### src/rtl/gelato_ram_arb.sv
// gelato_ram_arb: round-robin arbiter that lets NUM_PORTS core masters share one
// memory port, with one transaction outstanding at a time and a BUSY timeout.
//
// Ports:
//   clk, rst          clock and asynchronous active-high reset
//   core_valid        per-port request, held until that port's core_done
//   core_write        per-port write (1) / read (0)
//   core_addr         per-port address, port i at [i*ADDR_W +: ADDR_W]
//   core_wdata        per-port write data, same packing
//   core_done         one-cycle completion pulse per port
//   core_err          timeout flag, valid with core_done
//   core_data         per-port read data, port i at [i*DATA_W +: DATA_W]
//   mem_valid/write/addr/wdata  registered memory-side request
//   mem_done, mem_data          memory completion and read data
//   busy              high while a transaction is in BUSY or RESP
module gelato_ram_arb #(
  parameter int unsigned NUM_PORTS = 4,
  parameter int unsigned ADDR_W    = 32,
  parameter int unsigned DATA_W    = 32,
  parameter int unsigned TIMEOUT   = 255
) (
  input  logic                        clk,
  input  logic                        rst,
  input  logic [NUM_PORTS-1:0]        core_valid,
  input  logic [NUM_PORTS-1:0]        core_write,
  input  logic [NUM_PORTS*ADDR_W-1:0] core_addr,
  input  logic [NUM_PORTS*DATA_W-1:0] core_wdata,
  output logic [NUM_PORTS-1:0]        core_done,
  output logic [NUM_PORTS-1:0]        core_err,
  output logic [NUM_PORTS*DATA_W-1:0] core_data,
  output logic                        mem_valid,
  output logic                        mem_write,
  output logic [ADDR_W-1:0]           mem_addr,
  output logic [DATA_W-1:0]           mem_wdata,
  input  logic                        mem_done,
  input  logic [DATA_W-1:0]           mem_data,
  output logic                        busy
);

  localparam int unsigned GW = (NUM_PORTS > 1) ? $clog2(NUM_PORTS) : 1;
  localparam int unsigned CW = (TIMEOUT > 1) ? $clog2(TIMEOUT + 1) : 1;
  localparam logic [GW-1:0] LAST_RST = GW'(NUM_PORTS - 1);
  // Counter value seen on the final allowed BUSY cycle.
  localparam logic [CW-1:0] CNT_LAST = CW'(TIMEOUT - 1);

  typedef enum logic [1:0] {IDLE, BUSY, RESP} state_t;

  state_t                      state_q, state_d;
  logic [GW-1:0]               grant_q, grant_d;
  logic [GW-1:0]               last_grant_q, last_grant_d;
  logic [CW-1:0]               cnt_q, cnt_d;
  logic                        mem_valid_d, mem_write_d;
  logic [ADDR_W-1:0]           mem_addr_d;
  logic [DATA_W-1:0]           mem_wdata_d;
  logic [NUM_PORTS-1:0]        core_done_d, core_err_d;
  logic [NUM_PORTS*DATA_W-1:0] core_data_d;
  logic                        busy_d;

  logic          found;
  logic [GW-1:0] pick;

  // Round-robin search starting just after the last granted port.
  always_comb begin : rr_pick
    int unsigned idx;
    found = 1'b0;
    pick  = '0;
    idx   = 0;
    for (int unsigned off = 1; off <= NUM_PORTS; off++) begin
      idx = 32'(last_grant_q) + off;
      if (idx >= NUM_PORTS) idx = idx - NUM_PORTS;
      if (!found && core_valid[GW'(idx)]) begin
        found = 1'b1;
        pick  = GW'(idx);
      end
    end
  end

  // Next-state and next-output logic.
  always_comb begin
    state_d      = state_q;
    grant_d      = grant_q;
    last_grant_d = last_grant_q;
    cnt_d        = cnt_q;
    mem_valid_d  = mem_valid;
    mem_write_d  = mem_write;
    mem_addr_d   = mem_addr;
    mem_wdata_d  = mem_wdata;
    core_done_d  = '0;
    core_err_d   = '0;
    core_data_d  = core_data;

    case (state_q)
      IDLE: begin
        if (found) begin
          state_d      = BUSY;
          grant_d      = pick;
          last_grant_d = pick;
          cnt_d        = '0;
          mem_valid_d  = 1'b1;
          mem_write_d  = core_write[pick];
          mem_addr_d   = core_addr[32'(pick)*ADDR_W +: ADDR_W];
          mem_wdata_d  = core_wdata[32'(pick)*DATA_W +: DATA_W];
        end
      end
      BUSY: begin
        // mem_done takes priority over a timeout on the same cycle.
        if (mem_done) begin
          state_d              = RESP;
          mem_valid_d          = 1'b0;
          core_done_d[grant_q] = 1'b1;
          if (!mem_write) core_data_d[32'(grant_q)*DATA_W +: DATA_W] = mem_data;
        end else if (TIMEOUT != 0 && cnt_q == CNT_LAST) begin
          state_d              = RESP;
          mem_valid_d          = 1'b0;
          core_done_d[grant_q] = 1'b1;
          core_err_d[grant_q]  = 1'b1;
        end else begin
          cnt_d = cnt_q + CW'(1);
        end
      end
      RESP: begin
        // No grant here: gives the finished master a cycle to drop core_valid.
        state_d = IDLE;
      end
      default: state_d = IDLE;
    endcase

    busy_d = (state_d != IDLE);
  end

  // State and registered outputs.
  always_ff @(posedge clk or posedge rst) begin
    if (rst) begin
      state_q      <= IDLE;
      grant_q      <= '0;
      last_grant_q <= LAST_RST;
      cnt_q        <= '0;
      mem_valid    <= 1'b0;
      mem_write    <= 1'b0;
      mem_addr     <= '0;
      mem_wdata    <= '0;
      core_done    <= '0;
      core_err     <= '0;
      core_data    <= '0;
      busy         <= 1'b0;
    end else begin
      state_q      <= state_d;
      grant_q      <= grant_d;
      last_grant_q <= last_grant_d;
      cnt_q        <= cnt_d;
      mem_valid    <= mem_valid_d;
      mem_write    <= mem_write_d;
      mem_addr     <= mem_addr_d;
      mem_wdata    <= mem_wdata_d;
      core_done    <= core_done_d;
      core_err     <= core_err_d;
      core_data    <= core_data_d;
      busy         <= busy_d;
    end
  end

endmodule
### config.mk
export PLATFORM = sky130hd
export DESIGN_NAME = gelato_ram_arb
export DESIGN_NICKNAME = d
export VERILOG_FILES = /design/src/rtl/gelato_ram_arb.sv
export SDC_FILE = /design/constraint.sdc
export NUM_CORES = 1
export LEC_CHECK = 0
export ABC_CLOCK_PERIOD_IN_PS = 15400
export CELL_PAD_IN_SITES_DETAIL_PLACEMENT = 0
export CELL_PAD_IN_SITES_GLOBAL_PLACEMENT = 2
export CORE_ASPECT_RATIO = 2
export CORE_MARGIN = 5
export CORE_UTILIZATION = 25
export DETAILED_ROUTE_END_ITERATION = 8
export PLACE_DENSITY_LB_ADDON = 0.05
export SLEW_MARGIN = 20
export SYNTH_ARGS = -nofsm -noshare
export SYNTH_HDL_FRONTEND = slang
export SYNTH_SLANG_ARGS = --single-unit
### constraint.sdc
create_clock -name clk -period 15.4 [get_ports clk]
set_input_delay 3.08 -clock clk [delete_from_list [all_inputs] [get_ports clk]]
set_output_delay 3.08 -clock clk [all_outputs]
set_load 0.01 [all_outputs]
### Word level (Yosys, flattened, before mapping)

Index checks and enable logic that the tools add are counted.

| word-level totals | value |
|---|---|
| logic and storage cells | 100 |
| output and inout bits | 203 |
| input port bits | 299 |
| register bits after elaboration | 217 |

| operators by class | value |
|---|---|
| reduce and logical (&&, ||, !) cells | 14 |
| order comparisons | 11 |
| mux-type cells | 42 |
| equal/unequal tests | 6 |
| add/subtract/negate cells | 10 |
| shift-type cells | 4 |
| bitwise operators | 1 |

Operators by type and width:

| cell | count |
|---|---|
| $shiftx 128x8->32 | 2 |
| $bwmux 128 | 1 |
| $shift 32x34->128 const A | 1 |
| $shiftx 32x34->128 | 1 |
| $neg 7->34 | 1 |
| $mux 8 | 3 |
| $mux 2 | 11 |
| $mux 4 | 5 |
| $lt 2x3->1 const B | 6 |
| $pmux 8 s2 | 1 |
| $mux 1 | 13 |
| $bmux 1 s2 | 5 |
| $ge 3x3->1 const B | 3 |
| $add 8x1->8 const B | 1 |
| $eq 8x8->1 const B | 1 |
| $sub 2x1->2 const B | 4 |
| $add 2x2->3 const B | 2 |
| $ne 2x2->1 const B | 3 |
| $reduce_and 3->1 | 2 |
| $add 2x3->4 const B | 1 |
| $ge 4x3->1 const B | 1 |
| $logic_and 1x1->1 | 4 |
| $pmux 2 s2 | 1 |
| $reduce_and 4->1 | 1 |
| 11 further kinds | 14 |

### Longest topological paths before layout

Gate-level depths: netlist of run 1.

| logic depth | value |
|---|---|
| word-level depth | 18 |
| gate-level depth with buffers | 9 |

### Worst setup path after synthesis of run 1

Ideal clock, no wire load.

| timing path | value |
|---|---|
| kind | input to register |
| start | input core_valid[1] |
| end | register mem_addr[20] |
| buffers on the path | 3 |
| data required time | 15.258 ns |
| setup slack | 11.046 ns |
| cell stages on the path | 8 |
| arrival | 4.212 ns |
| cell sequence | nor2b_2 > a21oi_1 > o221a_1 > buf_6 > buf_12 > buf_12 > mux2i_1 > o221ai_1 |

| between the ends | value |
|---|---|
| cells in the longest elaborated chain, start to end | 13 |
| elaborated cells on any way between the ends | 24 |

RTL lines:

| item | line | RTL |
|---|---|---|
| start: declaration | 24 | `input logic [NUM_PORTS-1:0] core_valid,` |
| $bmux 1 s2 | 71 | `if (!found && core_valid[GW'(idx)]) begin` |
| $mux 1 (not written as such) | 71 |  |
| $mux 1 | 71 |  |
| $logic_not 1->1 | 71 |  |
| $logic_and 1x1->1 | 71 |  |
| $mux 1 | 71 |  |
| $logic_not 1->1 | 71 |  |
| $logic_and 1x1->1 | 71 |  |
| $mux 1 | 71 |  |
| $logic_not 1->1 | 71 |  |
| $logic_and 1x1->1 | 71 |  |
| $mux 2 or $mux 1 (tied branches) | 71 |  |
| $shiftx 128x8->32 or $reduce_and 2->1 (tied branches) | -- |  |
| end signal: assignment | 153 | `mem_addr <= mem_addr_d;` |
| end: declaration | 33 | `output logic [ADDR_W-1:0] mem_addr,` |

Parallel ways exist; a longest one is shown, timed or not. The select of a mux whose other input is x is not followed.
A chain may end at the register's enable or synchronous reset.

### Worst setup path in the final report of run 1

| timing path | value |
|---|---|
| start | input core_valid[1] |
| end | register mem_wdata[25] |

| between the ends | value |
|---|---|
| cells in the longest elaborated chain, start to end | 13 |
| elaborated cells on any way between the ends | 24 |

RTL lines:

| item | line | RTL |
|---|---|---|
| $bmux 1 s2 | 71 |  |
| $mux 1 (not written as such) | 71 |  |
| $mux 1 | 71 |  |
| $logic_not 1->1 | 71 |  |
| $logic_and 1x1->1 | 71 |  |
| $mux 1 | 71 |  |
| $logic_not 1->1 | 71 |  |
| $logic_and 1x1->1 | 71 |  |
| $mux 1 | 71 |  |
| $logic_not 1->1 | 71 |  |
| $logic_and 1x1->1 | 71 |  |
| $mux 2 or $mux 1 (tied branches) | 71 |  |
| $shiftx 128x8->32 or $reduce_and 2->1 (tied branches) | -- |  |
| end signal: assignment | 154 | `mem_wdata <= mem_wdata_d;` |
| end: declaration | 34 | `output logic [DATA_W-1:0] mem_wdata,` |

Parallel ways exist; a longest one is shown, timed or not. The select of a mux whose other input is x is not followed.

==> impl_summary.txt, run 1 <==
----------------------------------------------------
[Critical path]
  Critical path arrival ... 6660 ps
  Family with the most delay on the worst path ... buffers and inverters
  Slowest cell on crit path ... sky130_fd_sc_hd__buf_4
  Critical path startpoint category ... input port
  Largest stage delay, worst path ... 860 ps
  Most frequent cell on the critical path ... sky130_fd_sc_hd__buf_4
  Maximum fanout encountered on the critical timing path ... 59
  Register-to-Register Setup Slack ... 11570 ps
  Worst Setup Path Type ... input port to flop
  Critical path cell sequence ... clkdlybuf4s50_1 -> nor2b_2 -> a21oi_1 -> o221a_4 -> buf_4 -> buf_4 -> mux2i_1 -> o221ai_1
  Data required time at the worst endpoint ... 15770 ps
  Total buffers and inverters traversed by the critical path ... 3
  Kind of end point of the critical path ... flop

[Placement]
  Count of buffers from port buffering ... 501
  Total placed cells including tap cells ... 2001
  Detailed-placement wirelength estimate ... 36800 um
  Placer Congestion ... 0.861

[Cells and area]
  Share of cells above drive strength 1 ... 5.17%
  Register area ... 0.00543 mm^2
  Most frequent cells in the layout ... sky130_fd_sc_hd__clkdlybuf4s50_1 (501), sky130_fd_sc_hd__nand2_1 (327), sky130_fd_sc_hd__dfrtp_1 (215), sky130_fd_sc_hd__o21ai_1 (132), sky130_fd_sc_hd__mux2i_1 (131)
  Final nets ... 1798
  Layout overhead on the synthesized area ... 59.2%
  Most common cell after layout, fill and taps aside ... sky130_fd_sc_hd__clkdlybuf4s50_1
  Area used by multi-input combinational logic ... 0.00433 mm^2
  Final non-filler cell total ... 2045
  # fillers ... 4059

[Synthesis]
  Count of distinct cell types in the synthesized netlist ... 43
  Number of enable-type register cells in the synthesized netlist ... 0
  Synth Warn # ... 0
  Combined area of all synthesized cells ... 0.0103 mm^2
  Area leader, netlist ... sky130_fd_sc_hd__dfrtp_1
  Mapped Avg Cell Area ... 10.0 um^2
  Flip-flop cell with the highest count after synthesis ... sky130_fd_sc_hd__dfrtp_1
  Seq cells post-synth ... 217
  Biggest area contributors in the synthesized netlist ... sky130_fd_sc_hd__dfrtp_1 (52%), sky130_fd_sc_hd__mux2i_1 (13%), sky130_fd_sc_hd__nand2_1 (12%), sky130_fd_sc_hd__o21ai_1 (6.4%), sky130_fd_sc_hd__o221ai_1 (5.5%)
  Synthesized net count ... 1333
  Proportion of netlist area held by the largest area contributor ... 52.4%
  Register area share after synthesis ... 52.9%
  Share of async-settable or async-resettable flops after synthesis ... 100%
  Number of instances in the synthesized netlist ... 1027

[STA]
  Min Clock Period, post-route ... 6290 ps
  Final number of setup-violating endpoints ... 0
  Slew margin rel. ... 31.3%
  Slew of the pin with the lowest slew margin ... 1030 ps
  Fmax ... 159 MHz
  Endpoints failing hold ... 0
  RSZ-0062 raised after global routing ... no
  Setup TNS ... 0 ps
  Final period utilization ... 40.9%
  Max-slew violations ... 0
  Clock skew ... 9.26 ps
  Worst slack on hold paths ... 482 ps

[CTS]
  Number of clock sinks ... 217
  Max clock buf depth ... 3
  Clock slew at the register clock pins of the worst setup and hold paths ... 70 ps
  Cts hold-fix bufs ... 0
  CTS tree ... built
  Clock latency at the later pin of the worst-skew pair ... 530 ps
  Cts repair resizes ... 0
  H-tree depth reported by CTS ... 1
  Clock root cell ... sky130_fd_sc_hd__clkbuf_16
  Number of CTS-inserted buffers ... 24
  Setup repair bufs after CTS ... 0

[Floorplan]
  IO Pins ... 502
  Placement row count ... 105
  Starting utilization of the core area ... 25.1%
  Total die area ... 0.0455 mm^2
  Placeable core area ... 0.0409 mm^2
  Width of the die ... 153 um
  Vertical die dimension ... 297 um

[Route]
  Via-per-instance ratio ... 4.61
  Antenna violation net count after detailed routing ... 0
  Via count ... 9435
  Total detailed-routing wirelength ... 49400 um
  Initial detailed-routing violation count ... 331
  Number of detailed-routing iterations run before antenna repair ... 5
  Number of DRC violations after detailed routing ... 0
  Routed length per instance ... 24.2 um

[Power]
  Largest vdd supply drop ... 0.100 mV
  Final Total Pwr ... 2.87 mW
  Leakage Power ... 6.78 nW
  Power per unit of standard cell area ... 176 mW/mm^2

[Global routing]
  Maximum number of pins on one net before global-route repair ... 117
  Wire length of the first global-routing pass ... 71800 um
  Overall Global Routing Usage ... 20.9%
  Initial antenna violation count ... 9
  Global-route congestion overflow total ... 0
  Vias in the first global route ... 9973

[Hold path]
  Class of the worst hold path ... flop to flop

[Flow run]
  Max-cap viol count ... 0

[Status]
  Run status ... complete, no violations

----------------------------------------------------
[metal layers]
metal / up-vias / routed length, um / track usage [%] / part of all wire [%]
li1: 4484 / - / - / -
met1: 4471 / 17900 / 22.9 / 36
met2: 407 / 25600 / 38.3 / 52
met3: 61 / 4760 / 7.54 / 9.6
met4: 12 / 1120 / 5.16 / 2.3
met5: - / 76 / 0 / 0.15
[Yosys cell counts, types with 3 or more instances]
master / instances
sky130_fd_sc_hd__a21oi_1: 4
sky130_fd_sc_hd__and2_1: 4
sky130_fd_sc_hd__and3_1: 4
sky130_fd_sc_hd__buf_12: 9
sky130_fd_sc_hd__buf_2: 6
sky130_fd_sc_hd__buf_6: 4
sky130_fd_sc_hd__bufbuf_8: 3
sky130_fd_sc_hd__clkbuf_1: 51
sky130_fd_sc_hd__dfrtp_1: 215
sky130_fd_sc_hd__ha_1: 7
sky130_fd_sc_hd__inv_1: 6
sky130_fd_sc_hd__mux2i_1: 131
sky130_fd_sc_hd__nand2_1: 331
sky130_fd_sc_hd__nand3_1: 6
sky130_fd_sc_hd__nor2_1: 11
sky130_fd_sc_hd__nor3b_1: 3
sky130_fd_sc_hd__o21ai_1: 132
sky130_fd_sc_hd__o221ai_1: 65
sky130_fd_sc_hd__xnor2_1: 3
[tightest hold or removal path, stage by stage (launching register included)]
cell and delay, ps:
sky130_fd_sc_hd__dfrtp_1 340, sky130_fd_sc_hd__nand2_1 50, sky130_fd_sc_hd__o21ai_1 60
[layout make-up]
class | instances | share of cell area, %
diodes | 2 | 0.0306
clock buffers | 33 | 4.32
clock inverters | 9 | 0.314
inverters | 7 | 0.207
multi-input cells | 727 | 26.5
flip-flops and latches | 217 | 33.2
well taps | 535 | 4.10
repair buffers | 515 | 31.3
[sequential cells by signal, summed over array words and instances (netlist names)]
| signal | flops |
|---|---|
| mem_addr | 32 |
| grant_q | 2 |
| core_data | 128 |
| state_q | 2 |
| core_done | 4 |
| core_err | 4 |
| last_grant_q | 2 |
| busy | 1 |
| mem_valid | 1 |
| mem_wdata | 32 |
| mem_write | 1 |
| cnt_q | 8 |
[power breakdown]
part / switching (mW) / internal [mW]
clock: 0.252 / 0.320
sequential: 0.129 / 0.784
combinational: 0.728 / 0.661
total: 1.11 / 1.76
[cells by family (layout without fill, tap and decap cells)]
logic type,after synthesis,after routing,synth area share [%]
flip-flops,217,217,52.9
AND/OR/NAND/NOR,374,374,14.8
adder cells (fa/ha/maj),7,7,0.853
multiplexers,131,131,12.8
XOR/XNOR,5,5,0.426
AO/OA/AOI/OAI,210,210,12.9
other,0,2,0
buffers and inverters,83,564,5.37
[final timing paths]
path,from,endpoint,cells after the start
max,core_valid[1],mem_wdata[25]$_DFFE_PP0P_,8
min,core_data[34]$_DFFE_PP0P_,core_data[34]$_DFFE_PP0P_,2
max reg2reg,last_grant_q[1]$_DFFE_PP1P_,mem_wdata[25]$_DFFE_PP0P_,6
min reg2reg,core_data[34]$_DFFE_PP0P_,core_data[34]$_DFFE_PP0P_,2
max in group asynchronous,rst,mem_wdata[11]$_DFFE_PP0P_,4
min in group asynchronous,rst,core_err[0]$_DFF_PP0_,2
[stage by stage]
| step | setup WS (ps) | utilization (%) | instance area (um^2) |
|---|---|---|---|
| floorplan | 6390 | - | 10300 |
| global placement | 8640 | 38.1 | 15600 |
| detailed placement | 8570 | 38.1 | 15600 |
| CTS | 9150 | 40.0 | 16300 |
| global route | 8890 | 40.0 | 16300 |
| finish | 9110 | 40.0 | 16300 |
Power figures use the tool's default switching activity.
==> run 2: changes to the inputs <==
--- a/config.mk
+++ b/config.mk
@@ -5,12 +5,12 @@
 export SDC_FILE = /design/constraint.sdc
 export NUM_CORES = 1
 export LEC_CHECK = 0
-export ABC_CLOCK_PERIOD_IN_PS = 15400
+export ABC_CLOCK_PERIOD_IN_PS = 5500
 export CELL_PAD_IN_SITES_DETAIL_PLACEMENT = 0
 export CELL_PAD_IN_SITES_GLOBAL_PLACEMENT = 2
 export CORE_ASPECT_RATIO = 2
 export CORE_MARGIN = 5
-export CORE_UTILIZATION = 25
+export CORE_UTILIZATION = 21
 export DETAILED_ROUTE_END_ITERATION = 8
 export PLACE_DENSITY_LB_ADDON = 0.05
 export SLEW_MARGIN = 20
==> constraint.sdc (replaced) <==
create_clock -name clk -period 5.5 [get_ports clk]
set_input_delay 1.1 -clock clk [delete_from_list [all_inputs] [get_ports clk]]
set_output_delay 1.1 -clock clk [all_outputs]
set_load 0.01 [all_outputs]
==> impl_summary.txt, run 2 (synthesis results as in run 1) <==
----------------------------------------------------
[Status]
  Run status ... complete, no violations

[Power]
  Proportion of power drawn by combinational gates ... 47.5%
  Portion of total power attributed to sequential cells ... 31.0%
  Power per unit of standard cell area ... 496 mW/mm^2
  Largest vdd supply drop ... 0.251 mV
  Reported net switching power ... 3.17 mW
  Leakage Power ... 6.83 nW
  Share of total power consumed by net switching ... 38.4%
  Internal Power ... 5.09 mW
  Clock network power share ... 21.6%

[CTS]
  Clock latency at the later pin of the worst-skew pair ... 550 ps
  H-tree depth reported by CTS ... 1
  Number of CTS-inserted buffers ... 25
  Cts repair resizes ... 0
  Max clock buf depth ... 3
  Clock root cell ... sky130_fd_sc_hd__clkbuf_16
  Cts hold-fix bufs ... 0
  Setup repair bufs after CTS ... 0
  CTS tree ... built
  Clock slew at the register clock pins of the worst setup and hold paths ... 60 ps
  Number of clock sinks ... 217

[Floorplan]
  Starting utilization of the core area ... 21.2%
  Vertical die dimension ... 323 um
  IO Pins ... 502
  Width of the die ... 166 um
  Total die area ... 0.0537 mm^2
  Placement row count ... 114
  Placeable core area ... 0.0484 mm^2

[Global routing]
  Vias in the first global route ... 9798
  Wire length of the first global-routing pass ... 72800 um
  Initial antenna violation count ... 13
  Global-route congestion overflow total ... 0
  Maximum number of pins on one net before global-route repair ... 133
  Overall Global Routing Usage ... 18.1%

[Route]
  Via count ... 9342
  Number of DRC violations after detailed routing ... 0
  Initial detailed-routing violation count ... 409
  Antenna violation net count after detailed routing ... 0
  Number of detailed-routing iterations run before antenna repair ... 4
  Routed length per instance ... 23.4 um
  Total detailed-routing wirelength ... 50600 um
  Via-per-instance ratio ... 4.32

[STA]
  Min Clock Period, post-route ... 3360 ps
  RSZ-0062 raised after global routing ... no
  Slew margin rel. ... 33.7%
  Clock skew ... 21.9 ps
  Setup TNS ... 0 ps
  Fmax ... 298 MHz
  Max-slew violations ... 0
  Endpoints failing hold ... 0
  Slew of the pin with the lowest slew margin ... 994 ps
  Minimum setup slack in the final design ... 2140 ps
  Final period utilization ... 61.1%
  Final number of setup-violating endpoints ... 0

[Cells and area]
  Most common cell after layout, fill and taps aside ... sky130_fd_sc_hd__clkdlybuf4s50_1
  Largest Register ... core_data
  Max reg flops ... 128
  Most frequent cells in the layout ... sky130_fd_sc_hd__clkdlybuf4s50_1 (501), sky130_fd_sc_hd__nand2_1 (327), sky130_fd_sc_hd__dfrtp_1 (215), sky130_fd_sc_hd__o21ai_1 (132), sky130_fd_sc_hd__mux2i_1 (131)
  Registers with the most flip-flops ... core_data (128), mem_addr (32), mem_wdata (32)
  Share of cells above drive strength 1 ... 5.35%
  Layout overhead on the synthesized area ... 62.0%
  Final nets ... 1800

[Placement]
  Placer Congestion ... 0.846
  Count of buffers from port buffering ... 501
  Post-placement setup slack ... 1560 ps
  Detailed-placement wirelength estimate ... 37300 um

[Critical path]
  Maximum fanout encountered on the critical timing path ... 45
  Critical path arrival ... 3790 ps
  Kind of end point of the critical path ... flop
  Data required time at the worst endpoint ... 5930 ps
  Worst Setup Path Type ... input port to flop
  Critical path startpoint category ... input port

[Flow run]
  Max-cap viol count ... 0

[Hold path]
  Class of the worst hold path ... flop to flop

----------------------------------------------------
==> run 2: changes by cell type in the layout (fill, tap and decap cells not counted), sizes merged <==
cell and delta:
buf +1, clkinvlp +4, diode +9, clkinv -4, clkbuf +1, bufinv +3
==> run 2: worst paths after layout <==
kind                                              from                    endpoint  slack (ps)  cells after the start
max                                      core_valid[0]   mem_wdata[20]$_DFFE_PP0P_        2140                      6
max reg2reg                last_grant_q[1]$_DFFE_PP1P_   mem_wdata[25]$_DFFE_PP0P_        2880                      6
min in group asynchronous                          rst   core_data[78]$_DFFE_PP0P_        1070                      3
min reg2reg                 core_data[104]$_DFFE_PP0P_  core_data[104]$_DFFE_PP0P_         480                      2
min                         core_data[104]$_DFFE_PP0P_  core_data[104]$_DFFE_PP0P_         480                      2
max in group asynchronous                          rst   mem_wdata[22]$_DFFE_PP0P_        3660                      3
==> run 2: final cells by class <==
| class | count | area, um^2 |
|---|---|---|
| clock buffer | 34 | 699 |
| sequential | 217 | 5430 |
| fill | 4950 | 31700 |
| tap | 638 | 798 |
| inverter | 7 | 30.0 |
| clock inverter | 12 | 149 |
| timing repair buffer | 516 | 5180 |
| multi-input combinational | 727 | 4330 |
| antenna | 11 | 27.5 |
==> run 2: power groups by stage <==
stage | Combinational [mW] | Clock (mW) | Sequential [mW]
2_1_floorplan | 1.79 | 0 | 2.78
3_3_place_gp | 4.01 | 0 | 2.57
3_5_place_dp | 4.04 | 0 | 2.58
4_1_cts | 4.05 | 1.87 | 2.57
5_1_grt | 4.28 | 1.92 | 2.64
6_report | 3.92 | 1.78 | 2.56
==> run 2: through the flow <==
step / power (mW) / area (um^2) / util [%] / std cells / hold WS (ps)
floorplan: 4.58 / 10300 / - / 1027 / 476
global placement: 6.58 / 15800 / 32.6 / 2105 / 466
detailed placement: 6.62 / 15800 / 32.6 / 2105 / 472
CTS: 8.49 / 16600 / 34.4 / 2151 / 489
global route: 8.83 / 16600 / 34.4 / 2160 / 506
finish: 8.26 / 16600 / 34.4 / 2162 / 480
==> run 2: metal layers <==
| metal | track usage (%) | up-vias | routed length (um) |
|---|---|---|---|
| li1 | - | 4504 | - |
| met1 | 20.6 | 4364 | 19400 |
| met2 | 30.5 | 415 | 24600 |
| met3 | 7.58 | 55 | 5240 |
| met4 | 6.35 | 4 | 1350 |
| met5 | 0 | - | 25 |
==> run 2: worst max-delay path: stages <==
cell and delay (ps):
sky130_fd_sc_hd__clkdlybuf4s50_1 560, sky130_fd_sc_hd__nor2_1 110, sky130_fd_sc_hd__a211oi_2 720, sky130_fd_sc_hd__nand2b_2 530, sky130_fd_sc_hd__buf_4 470, sky130_fd_sc_hd__o221ai_1 250
==> run 3: changes to the inputs <==
--- a/config.mk
+++ b/config.mk
@@ -5,12 +5,12 @@
 export SDC_FILE = /design/constraint.sdc
 export NUM_CORES = 1
 export LEC_CHECK = 0
-export ABC_CLOCK_PERIOD_IN_PS = 5500
+export ABC_CLOCK_PERIOD_IN_PS = 3500
 export CELL_PAD_IN_SITES_DETAIL_PLACEMENT = 0
 export CELL_PAD_IN_SITES_GLOBAL_PLACEMENT = 2
 export CORE_ASPECT_RATIO = 2
 export CORE_MARGIN = 5
-export CORE_UTILIZATION = 21
+export CORE_UTILIZATION = 23
 export DETAILED_ROUTE_END_ITERATION = 8
 export PLACE_DENSITY_LB_ADDON = 0.05
 export SLEW_MARGIN = 20
==> constraint.sdc (replaced) <==
create_clock -name clk -period 3.5 [get_ports clk]
set_input_delay 0.7 -clock clk [delete_from_list [all_inputs] [get_ports clk]]
set_output_delay 0.7 -clock clk [all_outputs]
set_load 0.01 [all_outputs]
==> impl_summary.txt, run 3 (synthesis results as in run 1) <==
----------------------------------------------------
[Cells and area]
  Layout overhead on the synthesized area ... 62.5%
  Largest Register ... core_data
  Most common cell after layout, fill and taps aside ... sky130_fd_sc_hd__clkdlybuf4s50_1
  Share of cells above drive strength 1 ... 5.98%
  Registers with the most flip-flops ... core_data (128), mem_addr (32), mem_wdata (32)
  Final nets ... 1810
  Max reg flops ... 128
  Most frequent cells in the layout ... sky130_fd_sc_hd__clkdlybuf4s50_1 (501), sky130_fd_sc_hd__nand2_1 (327), sky130_fd_sc_hd__dfrtp_1 (215), sky130_fd_sc_hd__o21ai_1 (132), sky130_fd_sc_hd__mux2i_1 (131)

[CTS]
  Clock latency at the later pin of the worst-skew pair ... 550 ps
  H-tree depth reported by CTS ... 1
  Cts hold-fix bufs ... 0
  CTS tree ... built
  Number of clock sinks ... 217
  Clock root cell ... sky130_fd_sc_hd__clkbuf_16
  Clock slew at the register clock pins of the worst setup and hold paths ... 60 ps
  Cts repair resizes ... 0
  Setup repair bufs after CTS ... 0
  Number of CTS-inserted buffers ... 25
  Max clock buf depth ... 3

[STA]
  Slew margin rel. ... 50.9%
  Endpoints failing hold ... 0
  RSZ-0062 raised after global routing ... no
  Worst slack on hold paths ... 483 ps
  Max-slew violations ... 0
  Slew of the pin with the lowest slew margin ... 737 ps
  Min Clock Period, post-route ... 2320 ps
  Fmax ... 432 MHz
  Final number of setup-violating endpoints ... 0
  Final period utilization ... 66.2%
  Clock skew ... 27.1 ps
  Minimum setup slack in the final design ... 1180 ps

[Floorplan]
  Total die area ... 0.0492 mm^2
  IO Pins ... 502
  Starting utilization of the core area ... 23.2%
  Vertical die dimension ... 309 um
  Placeable core area ... 0.0442 mm^2
  Placement row count ... 109
  Width of the die ... 159 um

[Global routing]
  Global-route congestion overflow total ... 0
  Overall Global Routing Usage ... 19.7%
  Vias in the first global route ... 10100
  Maximum number of pins on one net before global-route repair ... 65
  Wire length of the first global-routing pass ... 74100 um
  Initial antenna violation count ... 14

[Route]
  Total detailed-routing wirelength ... 50500 um
  Routed length per instance ... 24.2 um
  Number of DRC violations after detailed routing ... 0
  Met1 layer wirelength in the final routing ... 18400 um
  Number of detailed-routing iterations run before antenna repair ... 5
  Initial detailed-routing violation count ... 348
  Routed length on met2 ... 26000 um
  Via count ... 9585
  Wire length on met3 ... 5030 um
  Highest metal used ... met5
  Via-per-instance ratio ... 4.60
  Antenna violation net count after detailed routing ... 0

[Placement]
  Detailed-placement wirelength estimate ... 38400 um
  Post-placement setup slack ... 622 ps
  Count of buffers from port buffering ... 501
  Placer Congestion ... 0.811

[Critical path]
  Critical path startpoint category ... input port
  Slowest cell on crit path ... sky130_fd_sc_hd__clkdlybuf4s50_1
  Worst Setup Path Type ... input port to flop
  Family with the most delay on the worst path ... buffers and inverters
  Total buffers and inverters traversed by the critical path ... 3
  Critical path cell sequence ... clkdlybuf4s50_1 -> nor2b_2 -> a21oi_1 -> o221a_4 -> buf_12 -> buf_4 -> mux2i_1 -> o221ai_1
  Data required time at the worst endpoint ... 3910 ps
  Register-to-Register Setup Slack ... 1290 ps
  Critical path arrival ... 2730 ps
  Largest stage delay, worst path ... 460 ps
  Maximum fanout encountered on the critical timing path ... 41
  Kind of end point of the critical path ... flop

[Hold path]
  Class of the worst hold path ... flop to flop

[Status]
  Run status ... complete, no violations

[Power]
  Leakage Power ... 6.93 nW
  Power per unit of standard cell area ... 788 mW/mm^2
  Largest vdd supply drop ... 0.445 mV

[Flow run]
  Max-cap viol count ... 0

----------------------------------------------------
==> run 3: area by class of cell <==
type	instances	area, um^2
multi-input cells	727	4330
clock buffers	36	727
inverters	7	30.0
fillers	4485	27500
well taps	555	694
diodes	6	15.0
clock inverters	10	154
flip-flops and latches	217	5430
repair buffers	526	5300
==> run 3: final timing paths <==
check | from | endpoint | cells after the start
worst max-delay path | core_valid[1] | mem_wdata[31]$_DFFE_PP0P_ | 8
worst min-delay path | core_data[105]$_DFFE_PP0P_ | core_data[105]$_DFFE_PP0P_ | 2
worst max register to register | last_grant_q[1]$_DFFE_PP1P_ | mem_wdata[31]$_DFFE_PP0P_ | 6
worst min register to register | core_data[105]$_DFFE_PP0P_ | core_data[105]$_DFFE_PP0P_ | 2
max in group asynchronous | rst | core_data[49]$_DFFE_PP0P_ | 3
min in group asynchronous | rst | core_data[73]$_DFFE_PP0P_ | 2
==> run 3: tightest hold or removal path, stage by stage, from the launching register on <==
cell                      delay, ps
sky130_fd_sc_hd__dfrtp_1        340
sky130_fd_sc_hd__nand2_1         50
sky130_fd_sc_hd__o21ai_1         60
==> run 3: layer usage <==
metal	GRT usage, %	vias up
met1	21.4	4571
met4	4.31	16
li1	-	4513
met2	35.8	432
met5	0	-
met3	8.24	53
==> run 3: report_power, final <==
part | leakage (nW) | switching (mW) | internal, mW
Sequential | 2.88 | 0.589 | 3.45
Combinational | 3.61 | 3.22 | 3.01
Clock | 0.438 | 1.15 | 1.74
==> run 3: through the flow <==
stage	instances	instance area [um^2]	utilization [%]	TNS, ps	power, mW
final	2084	16700	37.8	0	13.2
after global routing	2080	16700	37.7	0	14.0
after CTS	2078	16700	37.7	0	13.5
after detailed placement	2032	15800	35.7	0	10.5
after global placement	2032	15800	35.7	0	10.4
after floorplan	1027	10300	-	-5260	7.19
